<file path="config.mk">
export PLATFORM = sky130hd
export DESIGN_NAME = uart_tx_arbiter_flat
export DESIGN_NICKNAME = d
export VERILOG_FILES = /design/src/rtl/uart_tx_arbiter_if.sv /design/src/rtl/uart_tx_arbiter.sv /design/src/flat_wrapper.sv
export SDC_FILE = /design/constraint.sdc
export NUM_CORES = 1
export LEC_CHECK = 0
export ABC_CLOCK_PERIOD_IN_PS = 2800
export CAP_MARGIN = 10
export CORE_MARGIN = 1
export CORE_UTILIZATION = 48
export DETAILED_ROUTE_END_ITERATION = 8
export GPL_TIMING_DRIVEN = 1
export MAX_ROUTING_LAYER = met4
export PLACE_DENSITY = 0.86
export SLEW_MARGIN = 20
export SYNTH_ARGS = -nofsm -noshare
export SYNTH_HDL_FRONTEND = slang
export SYNTH_SLANG_ARGS = --single-unit
export TNS_END_PERCENT = 5
</file>
<file path="constraint.sdc">
create_clock -name clk -period 2.8 [get_ports clk]
set_clock_uncertainty 0.1 [all_clocks]
set_input_delay 0.42 -clock clk [delete_from_list [all_inputs] [get_ports clk]]
set_output_delay 0.42 -clock clk [all_outputs]
set_load 0.02 [all_outputs]
</file>
<file path="src/rtl/uart_tx_arbiter_if.sv">
// Handshake and configuration bundle between the requesters, the arbiter and
// the shared uart_tx transmitter. The arbiter takes the slave view.
interface uart_tx_arbiter_if #(
    parameter int unsigned NUM_REQ = 4,
    parameter int unsigned IDW     = $clog2(NUM_REQ)
);
    logic [NUM_REQ-1:0]   req_valid;
    logic [NUM_REQ*8-1:0] req_data;
    logic [NUM_REQ-1:0]   req_ready;
    logic [NUM_REQ-1:0]   done;
    logic [19:0]          cfg_timeout;
    logic [7:0]           cfg_gap;
    logic                 tx_start;
    logic [7:0]           tx_data;
    logic                 tx_done;
    logic [IDW-1:0]       grant_id;
    logic                 busy;
    logic                 err_timeout;

    modport master (
        output req_valid, req_data, cfg_timeout, cfg_gap, tx_done,
        input  req_ready, done, tx_start, tx_data, grant_id, busy, err_timeout
    );

    modport slave (
        input  req_valid, req_data, cfg_timeout, cfg_gap, tx_done,
        output req_ready, done, tx_start, tx_data, grant_id, busy, err_timeout
    );
endinterface

</file>
<file path="src/rtl/uart_tx_arbiter.sv">
// Round-robin arbiter sharing one uart_tx among NUM_REQ byte requesters.
// One byte is granted per frame; the arbiter then waits for tx_done (or a
// timeout) and optionally idles for a configurable gap before re-arbitrating.
module uart_tx_arbiter #(
    parameter int unsigned NUM_REQ = 4,
    parameter int unsigned IDW     = $clog2(NUM_REQ)
) (
    input logic              clk,
    input logic              rst_n,
    uart_tx_arbiter_if.slave bus
);

    typedef enum logic [1:0] {IDLE, WAIT, GAP} state_t;

    state_t               state_q, state_d;
    logic [IDW-1:0]       ptr_q, ptr_d;
    logic [19:0]          tcnt_q, tcnt_d;
    logic [19:0]          tmo_q, tmo_d;
    logic [7:0]           gcnt_q, gcnt_d;
    logic [7:0]           gap_q, gap_d;

    logic                 tx_start_q, tx_start_d;
    logic [7:0]           tx_data_q, tx_data_d;
    logic [NUM_REQ-1:0]   ready_q, ready_d;
    logic [NUM_REQ-1:0]   done_q, done_d;
    logic [IDW-1:0]       grant_q, grant_d;
    logic                 busy_q, busy_d;
    logic                 err_q, err_d;

    logic                 found_hi, found_lo, any_req;
    logic [IDW-1:0]       win_hi, win_lo, winner;

    // Round-robin pick: lowest valid index above ptr, else lowest valid index
    // at or below ptr (equivalent to searching from ptr+1 with wrap).
    always_comb begin
        found_hi = 1'b0;
        found_lo = 1'b0;
        win_hi   = '0;
        win_lo   = '0;
        for (int unsigned i = 0; i < NUM_REQ; i++) begin
            if (bus.req_valid[IDW'(i)]) begin
                if (IDW'(i) > ptr_q) begin
                    if (!found_hi) begin
                        found_hi = 1'b1;
                        win_hi   = IDW'(i);
                    end
                end else if (!found_lo) begin
                    found_lo = 1'b1;
                    win_lo   = IDW'(i);
                end
            end
        end
        any_req = found_hi | found_lo;
        winner  = found_hi ? win_hi : win_lo;
    end

    // Next-state and next-output logic; every output is registered below.
    always_comb begin
        state_d    = state_q;
        ptr_d      = ptr_q;
        tcnt_d     = tcnt_q;
        tmo_d      = tmo_q;
        gcnt_d     = gcnt_q;
        gap_d      = gap_q;
        tx_start_d = 1'b0;
        tx_data_d  = tx_data_q;
        ready_d    = '0;
        done_d     = '0;
        grant_d    = grant_q;
        err_d      = 1'b0;

        case (state_q)
            IDLE: begin
                if (any_req) begin
                    tx_start_d      = 1'b1;
                    tx_data_d       = bus.req_data[{winner, 3'b000} +: 8];
                    ready_d[winner] = 1'b1;
                    grant_d         = winner;
                    ptr_d           = winner;
                    tmo_d           = bus.cfg_timeout;
                    gap_d           = bus.cfg_gap;
                    tcnt_d          = '0;
                    state_d         = WAIT;
                end
            end
            WAIT: begin
                if (tcnt_q != '1) begin
                    tcnt_d = tcnt_q + 20'd1;
                end
                // tx_done takes precedence over a coincident timeout
                if (bus.tx_done || (tmo_q != '0 && tcnt_q == tmo_q - 20'd1)) begin
                    if (bus.tx_done) begin
                        done_d[grant_q] = 1'b1;
                    end else begin
                        err_d = 1'b1;
                    end
                    gcnt_d  = '0;
                    state_d = (gap_q != '0) ? GAP : IDLE;
                end
            end
            GAP: begin
                if (gcnt_q == gap_q - 8'd1) begin
                    gcnt_d  = '0;
                    state_d = IDLE;
                end else begin
                    gcnt_d = gcnt_q + 8'd1;
                end
            end
            default: state_d = IDLE;
        endcase

        busy_d = (state_d != IDLE);
    end

    // State, counters and registered outputs; reset gives requester 0 first priority.
    always_ff @(posedge clk or negedge rst_n) begin
        if (!rst_n) begin
            state_q    <= IDLE;
            ptr_q      <= IDW'(NUM_REQ - 1);
            tcnt_q     <= '0;
            tmo_q      <= '0;
            gcnt_q     <= '0;
            gap_q      <= '0;
            tx_start_q <= 1'b0;
            tx_data_q  <= '0;
            ready_q    <= '0;
            done_q     <= '0;
            grant_q    <= '0;
            busy_q     <= 1'b0;
            err_q      <= 1'b0;
        end else begin
            state_q    <= state_d;
            ptr_q      <= ptr_d;
            tcnt_q     <= tcnt_d;
            tmo_q      <= tmo_d;
            gcnt_q     <= gcnt_d;
            gap_q      <= gap_d;
            tx_start_q <= tx_start_d;
            tx_data_q  <= tx_data_d;
            ready_q    <= ready_d;
            done_q     <= done_d;
            grant_q    <= grant_d;
            busy_q     <= busy_d;
            err_q      <= err_d;
        end
    end

    assign bus.tx_start    = tx_start_q;
    assign bus.tx_data     = tx_data_q;
    assign bus.req_ready   = ready_q;
    assign bus.done        = done_q;
    assign bus.grant_id    = grant_q;
    assign bus.busy        = busy_q;
    assign bus.err_timeout = err_q;

endmodule

</file>
<file path="src/flat_wrapper.sv">
// flat-port wrapper written by rule: the top's interface ports become plain ports
module uart_tx_arbiter_flat 
#(
    parameter int unsigned NUM_REQ = 4,
    parameter int unsigned IDW     = $clog2(NUM_REQ)
)
  (clk, rst_n, bus_req_valid, bus_req_data, bus_cfg_timeout, bus_cfg_gap, bus_tx_done, bus_req_ready, bus_done, bus_tx_start, bus_tx_data, bus_grant_id, bus_busy, bus_err_timeout);
  uart_tx_arbiter_if #(.NUM_REQ(NUM_REQ), .IDW(IDW)) bus_i ();
  input logic clk;
  input logic rst_n;
  input wire logic [$bits(bus_i.req_valid)-1:0] bus_req_valid;
  input wire logic [$bits(bus_i.req_data)-1:0] bus_req_data;
  input wire logic [$bits(bus_i.cfg_timeout)-1:0] bus_cfg_timeout;
  input wire logic [$bits(bus_i.cfg_gap)-1:0] bus_cfg_gap;
  input wire logic [$bits(bus_i.tx_done)-1:0] bus_tx_done;
  output wire logic [$bits(bus_i.req_ready)-1:0] bus_req_ready;
  output wire logic [$bits(bus_i.done)-1:0] bus_done;
  output wire logic [$bits(bus_i.tx_start)-1:0] bus_tx_start;
  output wire logic [$bits(bus_i.tx_data)-1:0] bus_tx_data;
  output wire logic [$bits(bus_i.grant_id)-1:0] bus_grant_id;
  output wire logic [$bits(bus_i.busy)-1:0] bus_busy;
  output wire logic [$bits(bus_i.err_timeout)-1:0] bus_err_timeout;
  assign bus_i.req_valid = bus_req_valid;
  assign bus_i.req_data = bus_req_data;
  assign bus_i.cfg_timeout = bus_cfg_timeout;
  assign bus_i.cfg_gap = bus_cfg_gap;
  assign bus_i.tx_done = bus_tx_done;
  assign bus_req_ready = bus_i.req_ready;
  assign bus_done = bus_i.done;
  assign bus_tx_start = bus_i.tx_start;
  assign bus_tx_data = bus_i.tx_data;
  assign bus_grant_id = bus_i.grant_id;
  assign bus_busy = bus_i.busy;
  assign bus_err_timeout = bus_i.err_timeout;
  uart_tx_arbiter #(.NUM_REQ(NUM_REQ), .IDW(IDW)) u_core (.clk(clk), .rst_n(rst_n), .bus(bus_i));
endmodule
</file>
==> flow_metrics.env, run 1 <==
export IMPL_outcome="complete, but fails checks"
export IMPL_violations="setup timing"
export IMPL_p_leak_uw=0.00270
export IMPL_crit_start="u_core.tmo_q[1]"
export IMPL_whs_path_depth=2
export IMPL_ant_nets=0
export IMPL_fin_cells=807
export IMPL_crit_path_max_fanout=5
export IMPL_relSlewSlack_pct=60.1
export IMPL_core_um2=9370
export IMPL_seq_power_share_pct=34.0
export IMPL_via_per_inst=5.78
export IMPL_hp_start="u_core.bus.tx_data[6]"
export IMPL_fmax_ghz=0.337
export IMPL_cts_inserted_buffers=9
export IMPL_wl_met3_um=637
export IMPL_io_buffer_count=87
export IMPL_syn_area_um2=4720
export IMPL_final_max_slew_violation_count=0
export IMPL_area_growth_pct=31.8
export IMPL_ioPinCount=88
export IMPL_synth_seq_area_share_pct=43.0
export IMPL_dp_hpwl_mm=8.98
export IMPL_hold_path_class="flop to flop"
export IMPL_setup_ws_ns=-0.164
export IMPL_clk_path_buf_depth=2
export IMPL_firstDrtPassIters=5
export IMPL_cts_root_buf="clkbuf_8"
export IMPL_wirelength_met1_mm=5.41
export IMPL_die_h_um=101
export IMPL_min_period_ns=2.96
export IMPL_synth_cell_types=55
export IMPL_wl_met2_mm=6.35
export IMPL_wl_per_cell_um=15.9
export IMPL_clk_pin_slew_ns=0.08
export IMPL_synthArstFlopShare_pct=100
export IMPL_antenna_found_initial=0
export IMPL_grt_use_total_pct=26.7
export IMPL_timing_rr_end="u_core.gcnt_q[7]"
export IMPL_clock_power_share_pct=15.9
export IMPL_cts_htree_levels=3
export IMPL_p_per_area_nw_per_um2=983
export IMPL_rsz0062_at_grt="true"
export IMPL_p_switching_uw=2630
export IMPL_switching_share_pct=42.9
export IMPL_synth_edff_count=0
export IMPL_final_layout_size_suffix_gt1_share_pct=10.5
export IMPL_tightestPinTransition_ns=0.593
export IMPL_insertedDiodeCount=0
export IMPL_ys_seq_elements=81
export IMPL_num_vias=4665
export IMPL_timing_rr_start="u_core.tmo_q[1]"
export IMPL_critical_path_class="flop to flop"
export IMPL_place_gp_congestion=0.943
export IMPL_dieArea_um2=10200
export IMPL_synthFlopType="dfrtp_1"
export IMPL_start_kind="flop"
export IMPL_drt_initial_drc_count=347
export IMPL_syn_nets=642
export IMPL_reg2reg_depth=8
export IMPL_cts_tree="built"
export IMPL_rrSetupSlack_ns=-0.16
export IMPL_dp_cells=788
export IMPL_cp_arrival_ns=3.10
export IMPL_wl_mm=12.8
export IMPL_p_int_uw=3490
export IMPL_grt_start_max_net_pins=57
export IMPL_comb_power_share_pct=50.0
export IMPL_layout_commonest_cell="nand2_1"
export IMPL_setup_violations=11
export IMPL_rows=35
export IMPL_top_layer="met4"
export IMPL_grt_overflow=0
export IMPL_start_util_pct=50.4
export IMPL_drv_cap=0
export IMPL_whs_endpoint="u_core.bus.tx_data[6]"
export IMPL_die_w_um=101
export IMPL_avgSynthCellArea_um2=8.27
export IMPL_fin_nets=744
export IMPL_critPathRequiredTime_ns=2.94
export IMPL_hold_viol_final=0
export IMPL_end_kind="flop"
export IMPL_period_share_pct=106
export IMPL_clock_sinks=81
export IMPL_grt_pass1_vias=4613
export IMPL_syn_inst=571
export IMPL_drc=0
export IMPL_yosysWarnings=0
export IMPL_final_cell_mix="nand2_1 (135), clkdlybuf4s50_1 (86), dfrtp_1 (77), nor2_1 (37), o21ai_0 (36)"
export IMPL_peakVddDrop_mv=0.474
export IMPL_fin_util_pct=66.4
export IMPL_clk_insertion_delay_late_ns=0.36
export IMPL_grt_pass1_wl_mm=21.2
==> power groups by stage <==
| stage | sequential [uW] | combinational (uW) | clock, uW |
|---|---|---|---|
| floorplan | 2070 | 1800 | 0 |
| global placement | 2030 | 2810 | 0 |
| detailed placement | 2060 | 2930 | 0 |
| CTS | 2050 | 2960 | 977 |
| global route | 2140 | 3390 | 1020 |
| finish | 2080 | 3060 | 973 |
==> Yosys cell counts (all sizes together), types with 3 or more instances <==
library cell  instances  area [um2]
and4                  4        35.0
a31oi                 5        31.3
and2                  3        18.8
a22oi                 3        22.5
o211ai                3        22.5
or3                   8        50.1
xor2                 17         149
nor4b                 4        35.0
a21oi                24         120
buf                   4        18.8
a41oi                 4        35.0
dfrtp                79        1980
inv                  13        48.8
nand4                 5        31.3
nor3b                 7        57.6
nor3                 24         120
nor2                 37         139
o21ai                38         190
nand2               135         507
clkbuf               24        91.3
xnor2                28         245
or4                   8        60.1
a211oi                3        22.5
a21o                  5        37.5
and3                 14        87.6
nand2b                6        37.5
ha                    4        50.1
a31o                  3        26.3
mux2i                 3        30.0
o2111ai               3        26.3
nor4                 12        75.1
nand3                15        75.1
==> area by class of cell <==
type / count / area, um2
Clock inverter: 3 / 65.1
Timing Repair Buffer: 119 / 1120
Inverter: 13 / 48.8
Clock buffer: 13 / 159
Tap cell: 129 / 161
Fill cell: 789 / 3150
Multi-Input combinational cell: 449 / 2630
Sequential cell: 81 / 2030
==> worst max-delay path by stage <==
stage,slack [ns],end,cells past startpoint
final,-0.16,u_core.gcnt_q[7],8
after global routing,-0.24,u_core.gcnt_q[7],8
after CTS,-0.16,u_core.gcnt_q[5],8
after detailed placement,-0.16,u_core.gcnt_q[6],8
after global placement,-0.03,u_core.gcnt_q[6],10
after floorplan,-0.10,u_core.gcnt_q[5],9
==> flip-flops by register name (all words and copies together) (netlist names) <==
register	cells
u_core.bus.tx_data	8
u_core.tcnt_q	20
u_core.ptr_q	2
u_core.state_q	2
u_core.bus.done	4
u_core.gap_q	8
u_core.tmo_q	20
u_core.gcnt_q	8
u_core.bus.busy	1
u_core.bus.req_ready	4
u_core.bus.err_timeout	1
u_core.bus.grant_id	2
u_core.bus.tx_start	1
==> metal layers <==
layer	GRT usage [%]	vias up
li1	-	2203
met1	32.5	2238
met2	43.5	176
met3	4.00	48
met4	13.3	0
met5	-	-
==> stage by stage <==
stage | power [uW] | instance area, um2 | hold WS, ns | setup slack [ns] | setup TNS [ns]
floorplan | 3870 | 4730 | 0.0244 | -0.101 | -0.716
global placement | 4840 | 5910 | 0.317 | -0.0290 | -0.0535
detailed placement | 4990 | 5910 | 0.331 | -0.157 | -1.13
CTS | 5990 | 6140 | 0.392 | -0.156 | -1.11
global route | 6550 | 6220 | 0.437 | -0.243 | -2.37
finish | 6120 | 6220 | 0.390 | -0.164 | -1.49
==> cell families after synthesis <==
kind of cell | synth area share [%]
mux | 0.636
compound gates | 14.2
flops | 43.0
buf+inv | 3.37
xor+xnor | 8.35
simple gates | 29.4
fa+ha+maj | 1.06
==> critical path: stages (launching register included) <==
cell     delay (ns)
dfrtp_1        0.41
or4_4          0.53
or3_4          0.34
a32oi_2        0.23
a21oi_2        0.09
or4_4          0.55
o31ai_4        0.27
buf_2          0.21
a31oi_1        0.09
==> repair_timing <==
action	CTS	global route
endpoints found under the setup margin	11	11
buffers inserted	0	1
endpoints found under the hold margin	37	0
gates resized for setup	1	13
hold buffers	1	0
gates cloned	0	1
pin swaps	1	5
Power figures use the tool's default switching activity.
==> run 2: changes to the inputs <==
--- a/config.mk
+++ b/config.mk
@@ -13,6 +13,7 @@
 export GPL_TIMING_DRIVEN = 1
 export MAX_ROUTING_LAYER = met4
 export PLACE_DENSITY = 0.86
+export REMOVE_ABC_BUFFERS = 1
 export SLEW_MARGIN = 20
 export SYNTH_ARGS = -nofsm -noshare
 export SYNTH_HDL_FRONTEND = slang
==> run 2 against run 1 <==
Net effect:
- the run ends with hold timing, setup timing left
- count of clock-buffer cells in the layout down 4
- non-clock buffer count rose by 3
- combinational power hardly changed
- via count shrank 0.32%
- flip-flop and latch count is the same
- clock power grew 0.6%
- final area about the same
- first-iteration DRC count down 16%
- critical path depth increased by 2
==> flow_metrics.env, run 2 (same netlist as run 1, synthesis figures left out) <==
export IMPL_cts_root_buf="clkbuf_8"
export IMPL_drv_cap=0
export IMPL_firstDrtPassIters=5
export IMPL_wl_per_cell_um=15.2
export IMPL_setup_ws_ns=-0.189
export IMPL_grt_pass1_wl_mm=20.5
export IMPL_relSlewSlack_pct=52.4
export IMPL_clk_pin_slew_ns=0.09
export IMPL_cts_htree_levels=3
export IMPL_start_util_pct=50.4
export IMPL_insertedDiodeCount=0
export IMPL_hold_path_class="primary input to async pin"
export IMPL_drc=0
export IMPL_final_layout_size_suffix_gt1_share_pct=10.6
export IMPL_setup_violations=11
export IMPL_cp_arrival_ns=3.12
export IMPL_outcome="complete, but fails checks"
export IMPL_fin_nets=747
export IMPL_drt_initial_drc_count=293
export IMPL_grt_overflow=0
export IMPL_final_cell_mix="nand2_1 (135), clkdlybuf4s50_1 (86), dfrtp_1 (79), nor2_1 (37), o21ai_0 (36)"
export IMPL_ant_nets=0
export IMPL_num_vias=4650
export IMPL_core_um2=9370
export IMPL_die_w_um=101
export IMPL_p_per_area_nw_per_um2=979
export IMPL_tightestPinTransition_ns=0.714
export IMPL_dp_hpwl_mm=8.42
export IMPL_area_growth_pct=31.8
export IMPL_biggestRegsByFlops="u_core.tcnt_q: 20 flops, u_core.tmo_q: 20 flops"
export IMPL_ioPinCount=88
export IMPL_die_h_um=101
export IMPL_min_period_ns=2.99
export IMPL_final_area_um2=6220
export IMPL_period_share_pct=107
export IMPL_p_leak_uw=0.00271
export IMPL_start_kind="flop"
export IMPL_wl_mm=12.3
export IMPL_rows=35
export IMPL_layout_commonest_cell="nand2_1"
export IMPL_end_kind="flop"
export IMPL_place_gp_congestion=0.961
export IMPL_clock_sinks=81
export IMPL_violations="hold timing, setup timing"
export IMPL_clk_path_buf_depth=2
export IMPL_io_buffer_count=87
export IMPL_via_per_inst=5.74
export IMPL_clk_insertion_delay_late_ns=0.37
export IMPL_cts_inserted_buffers=9
export IMPL_hold_viol_final=26
export IMPL_grt_pass1_vias=4550
export IMPL_grt_start_max_net_pins=82
export IMPL_grt_use_total_pct=26.1
export IMPL_final_max_slew_violation_count=0
export IMPL_peakVddDrop_mv=0.506
export IMPL_critical_path_class="flop to flop"
export IMPL_cts_tree="built"
export IMPL_dieArea_um2=10200
export IMPL_rsz0062_at_grt="true"
export IMPL_fmax_ghz=0.335
export IMPL_worst_hold_slack_ns=-0.0140
export IMPL_placed_area_um2=5910
export IMPL_critPathRequiredTime_ns=2.93
export IMPL_antenna_found_initial=0
export IMPL_crit_path_max_fanout=6
[run 2: worst paths after layout]
kind	start	to	slack [ns]	cells past startpoint
setup / recovery	u_core.tmo_q[0]	u_core.gcnt_q[6]	-0.19	10
hold / removal	rst_n	u_core.tmo_q[6]	-0.01	1
setup reg to reg	u_core.tmo_q[0]	u_core.gcnt_q[6]	-0.19	10
hold reg to reg	u_core.bus.tx_data[1]	u_core.bus.tx_data[1]	0.39	2
max in group asynchronous	rst_n	u_core.bus.err_timeout	2.13	1
min in group clk	u_core.bus.tx_data[1]	u_core.bus.tx_data[1]	0.39	2
[run 2: final cells by class]
type	count	area (um2)
fill	777	3150
multi-input combinational	449	2620
sequential	81	2030
timing repair buffer	122	1140
tap	129	161
clock buffer	9	124
clock inverter	7	101
inverter	13	48.8
[run 2: timing repair]
item,in CTS,in global routing
pin swaps,7,0
endpoints found under the setup margin,11,12
buffers inserted,2,0
gates cloned,1,0
hold buffers,0,0
gates resized for setup,14,1
[run 2: per-layer routing]
metal,GRT usage [%],up-vias,wire (um)
met3,4.21,33,770
li1,-,2216,-
met4,11.5,0,308
met5,-,-,0
met1,32.6,2206,5290
met2,42.0,195,5940
[run 2: where the power goes]
| group | switching (uW) | total (uW) | internal, uW |
|---|---|---|---|
| combinational | 1710 | 3060 | 1350 |
| sequential | 479 | 2060 | 1580 |
| clock | 466 | 979 | 513 |
[run 2: per-stage QoR]
step | util (%) | power (uW) | TNS [ns] | std cells | setup slack [ns]
after global routing | 66.4 | 6510 | -2.54 | 810 | -0.266
after detailed placement | 63.0 | 4950 | -2.34 | 791 | -0.274
after global placement | 63.0 | 4800 | -1.60 | 791 | -0.192
final | 66.4 | 6090 | -1.74 | 810 | -0.189
after CTS | 66.3 | 6050 | -1.49 | 810 | -0.171
after floorplan | - | 3790 | -174.50 | 543 | -3.45
[run 2: worst max-delay path, stage by stage (launching register included)]
cell and delay (ns):
dfrtp_1 0.41, buf_6 0.13, buf_4 0.14, nor3_4 0.20
xnor2_1 0.10, or4_1 0.40, a211o_1 0.31, or4_4 0.56
o31ai_4 0.22, buf_6 0.17, a41oi_1 0.12
==> run 3: changes to the inputs <==
==> constraint.sdc (replaced) <==
create_clock -name clk -period 2.8 [get_ports clk]
set_clock_uncertainty 0.1 [all_clocks]
set_input_delay 0.42 -clock clk [delete_from_list [all_inputs] [get_ports clk]]
set_output_delay 0.42 -clock clk [all_outputs]
set_load 0.1 [all_outputs]
==> run 3 against run 2 <==
Net effect:
- the flow finishes with violations (setup timing)
- setup slack improved by 0.0052 ns
- final area down 1.7%
- fmax grew 0.17%
==> flow_metrics.env, run 3 (same netlist as run 1, synthesis figures left out) <==
export IMPL_grt_pass1_wl_mm=20.9
export IMPL_dp_hpwl_mm=8.73
export IMPL_fill_cells=789
export IMPL_cp_arrival_ns=3.10
export IMPL_place_gp_congestion=0.953
export IMPL_peakVddDrop_mv=0.726
export IMPL_final_max_slew_violation_count=0
export IMPL_worst_hold_slack_ns=0.000504
export IMPL_slowest_stage="or4_4"
export IMPL_clk_pin_slew_ns=0.08
export IMPL_antenna_found_initial=0
export IMPL_start_util_pct=50.4
export IMPL_multi_input_area_um2=2610
export IMPL_hold_path_class="primary input to async pin"
export IMPL_relSlewSlack_pct=51.7
export IMPL_drt_initial_drc_count=265
export IMPL_period_share_pct=107
export IMPL_critical_path_class="flop to flop"
export IMPL_area_growth_pct=29.6
export IMPL_grt_use_total_pct=26.6
export IMPL_wl_per_cell_um=15.5
export IMPL_worstPathBufferInverterCount=2
export IMPL_ioPinCount=88
export IMPL_grt_pass1_vias=4558
export IMPL_fmax_ghz=0.335
export IMPL_violations="setup timing"
export IMPL_p_leak_uw=0.00271
export IMPL_end_kind="flop"
export IMPL_timing_rr_start="u_core.tmo_q[0]"
export IMPL_grt_start_max_net_pins=82
export IMPL_reg2reg_depth=9
export IMPL_clock_sinks=81
export IMPL_cts_tree="built"
export IMPL_via_per_inst=5.70
export IMPL_rrSetupSlack_ns=-0.18
export IMPL_ant_nets=0
export IMPL_placed_area_um2=5850
export IMPL_path_cells="buf_6 -> or4_4 -> or3_1 -> a32oi_1 -> a21oi_1 -> or4_4 -> o31ai_4 -> buf_6 -> a41oi_1"
export IMPL_die_w_um=101
export IMPL_core_um2=9370
export IMPL_drv_cap=0
export IMPL_rsz0062_at_grt="true"
export IMPL_wl_mm=12.5
export IMPL_min_period_ns=2.98
export IMPL_grt_overflow=0
export IMPL_cts_htree_levels=3
export IMPL_biggestRegsByFlops="u_core.tcnt_q: 20 flops, u_core.tmo_q: 20 flops"
export IMPL_start_kind="flop"
export IMPL_clk_insertion_delay_late_ns=0.36
export IMPL_cts_inserted_buffers=9
export IMPL_firstDrtPassIters=5
export IMPL_final_layout_size_suffix_gt1_share_pct=13.2
export IMPL_outcome="complete, but fails checks"
export IMPL_ctsHoldBuffers=0
export IMPL_crit_path_max_fanout=6
export IMPL_critPathRequiredTime_ns=2.91
export IMPL_insertedDiodeCount=0
export IMPL_rows=35
export IMPL_dp_slack_ns=-0.293
export IMPL_die_h_um=101
export IMPL_regArea_um2=2030
export IMPL_hold_viol_final=0
export IMPL_setup_ws_ns=-0.184
export IMPL_final_cell_mix="nand2_1 (135), dfrtp_1 (79), clkdlybuf4s50_1 (65), buf_4 (52), nor2_1 (37)"
export IMPL_drc=0
export IMPL_io_buffer_count=87
export IMPL_clk_path_buf_depth=2
export IMPL_worst_path_dominant_cell_family="simple AND/OR/NAND/NOR gates"
export IMPL_cts_root_buf="clkbuf_8"
export IMPL_setup_violations=11
export IMPL_timing_rr_end="u_core.gcnt_q[6]"
export IMPL_layout_commonest_cell="nand2_1"
export IMPL_tightestPinTransition_ns=0.724
export IMPL_final_area_um2=6120
export IMPL_fin_nets=746
export IMPL_slowest_delay_ns=0.56
export IMPL_dieArea_um2=10200
export IMPL_p_per_area_nw_per_um2=1080
export IMPL_num_vias=4614
## run 3: what timing repair did
action                     4_1_cts  5_1_grt
setup buffers                    1        0
pin swaps                        8        1
gates resized for setup         12        1
setup endpoints to repair       11       11
gates cloned                     1        0
## run 3: cell type report
| type | instances | share of cell area [%] |
|---|---|---|
| multi-input cells | 449 | 42.6 |
| flip-flops and latches | 81 | 33.2 |
| repair buffers | 121 | 17.6 |
| well taps | 129 | 2.64 |
| clock buffers | 10 | 2.09 |
| clock inverters | 6 | 1.08 |
| inverters | 13 | 0.798 |
## run 3: stage by stage
step | std cells | power (uW) | util [%] | setup TNS (ns)
2_1_floorplan | 543 | 4450 | - | -174.50
3_3_place_gp | 791 | 5440 | 62.5 | -1.53
3_5_place_dp | 791 | 5630 | 62.5 | -2.58
4_1_cts | 809 | 6570 | 65.2 | -1.46
5_1_grt | 809 | 7030 | 65.3 | -2.41
6_report | 809 | 6600 | 65.3 | -1.59
## run 3: power by group
part | internal, uW | switching (uW) | leakage (uW) | total (uW)
clock network | 414 | 440 | 0.0000889 | 853
registers | 1580 | 490 | 0.00104 | 2070
logic | 1300 | 2380 | 0.00158 | 3670
## run 3: worst max-delay path by stage
stage	slack [ns]	depth (start not counted)	end	startpoint
2_1_floorplan	-3.45	8	u_core.tcnt_q[19]	bus_req_valid[1]
3_3_place_gp	-0.19	10	u_core.gcnt_q[6]	u_core.tmo_q[0]
3_5_place_dp	-0.29	10	u_core.gcnt_q[6]	u_core.tmo_q[1]
4_1_cts	-0.17	9	u_core.gcnt_q[6]	u_core.tmo_q[0]
5_1_grt	-0.25	9	u_core.gcnt_q[6]	u_core.tmo_q[0]
6_report	-0.18	9	u_core.gcnt_q[6]	u_core.tmo_q[0]
## run 3: layer usage
metal | routed length, um | share of wire, % | GRT usage [%]
met5 | 0 | 0 | -
met4 | 188 | 1.5 | 8.70
met3 | 722 | 5.8 | 4.69
met2 | 6220 | 50 | 44.8
met1 | 5370 | 43 | 32.3
## run 3: worst register-to-register path, delay by kind of cell, from the launching register on
family	cells	cell delay (ns)
flops	1	0.41
compound gates	4	0.67
simple gates	3	1.38
buf+inv	2	0.29
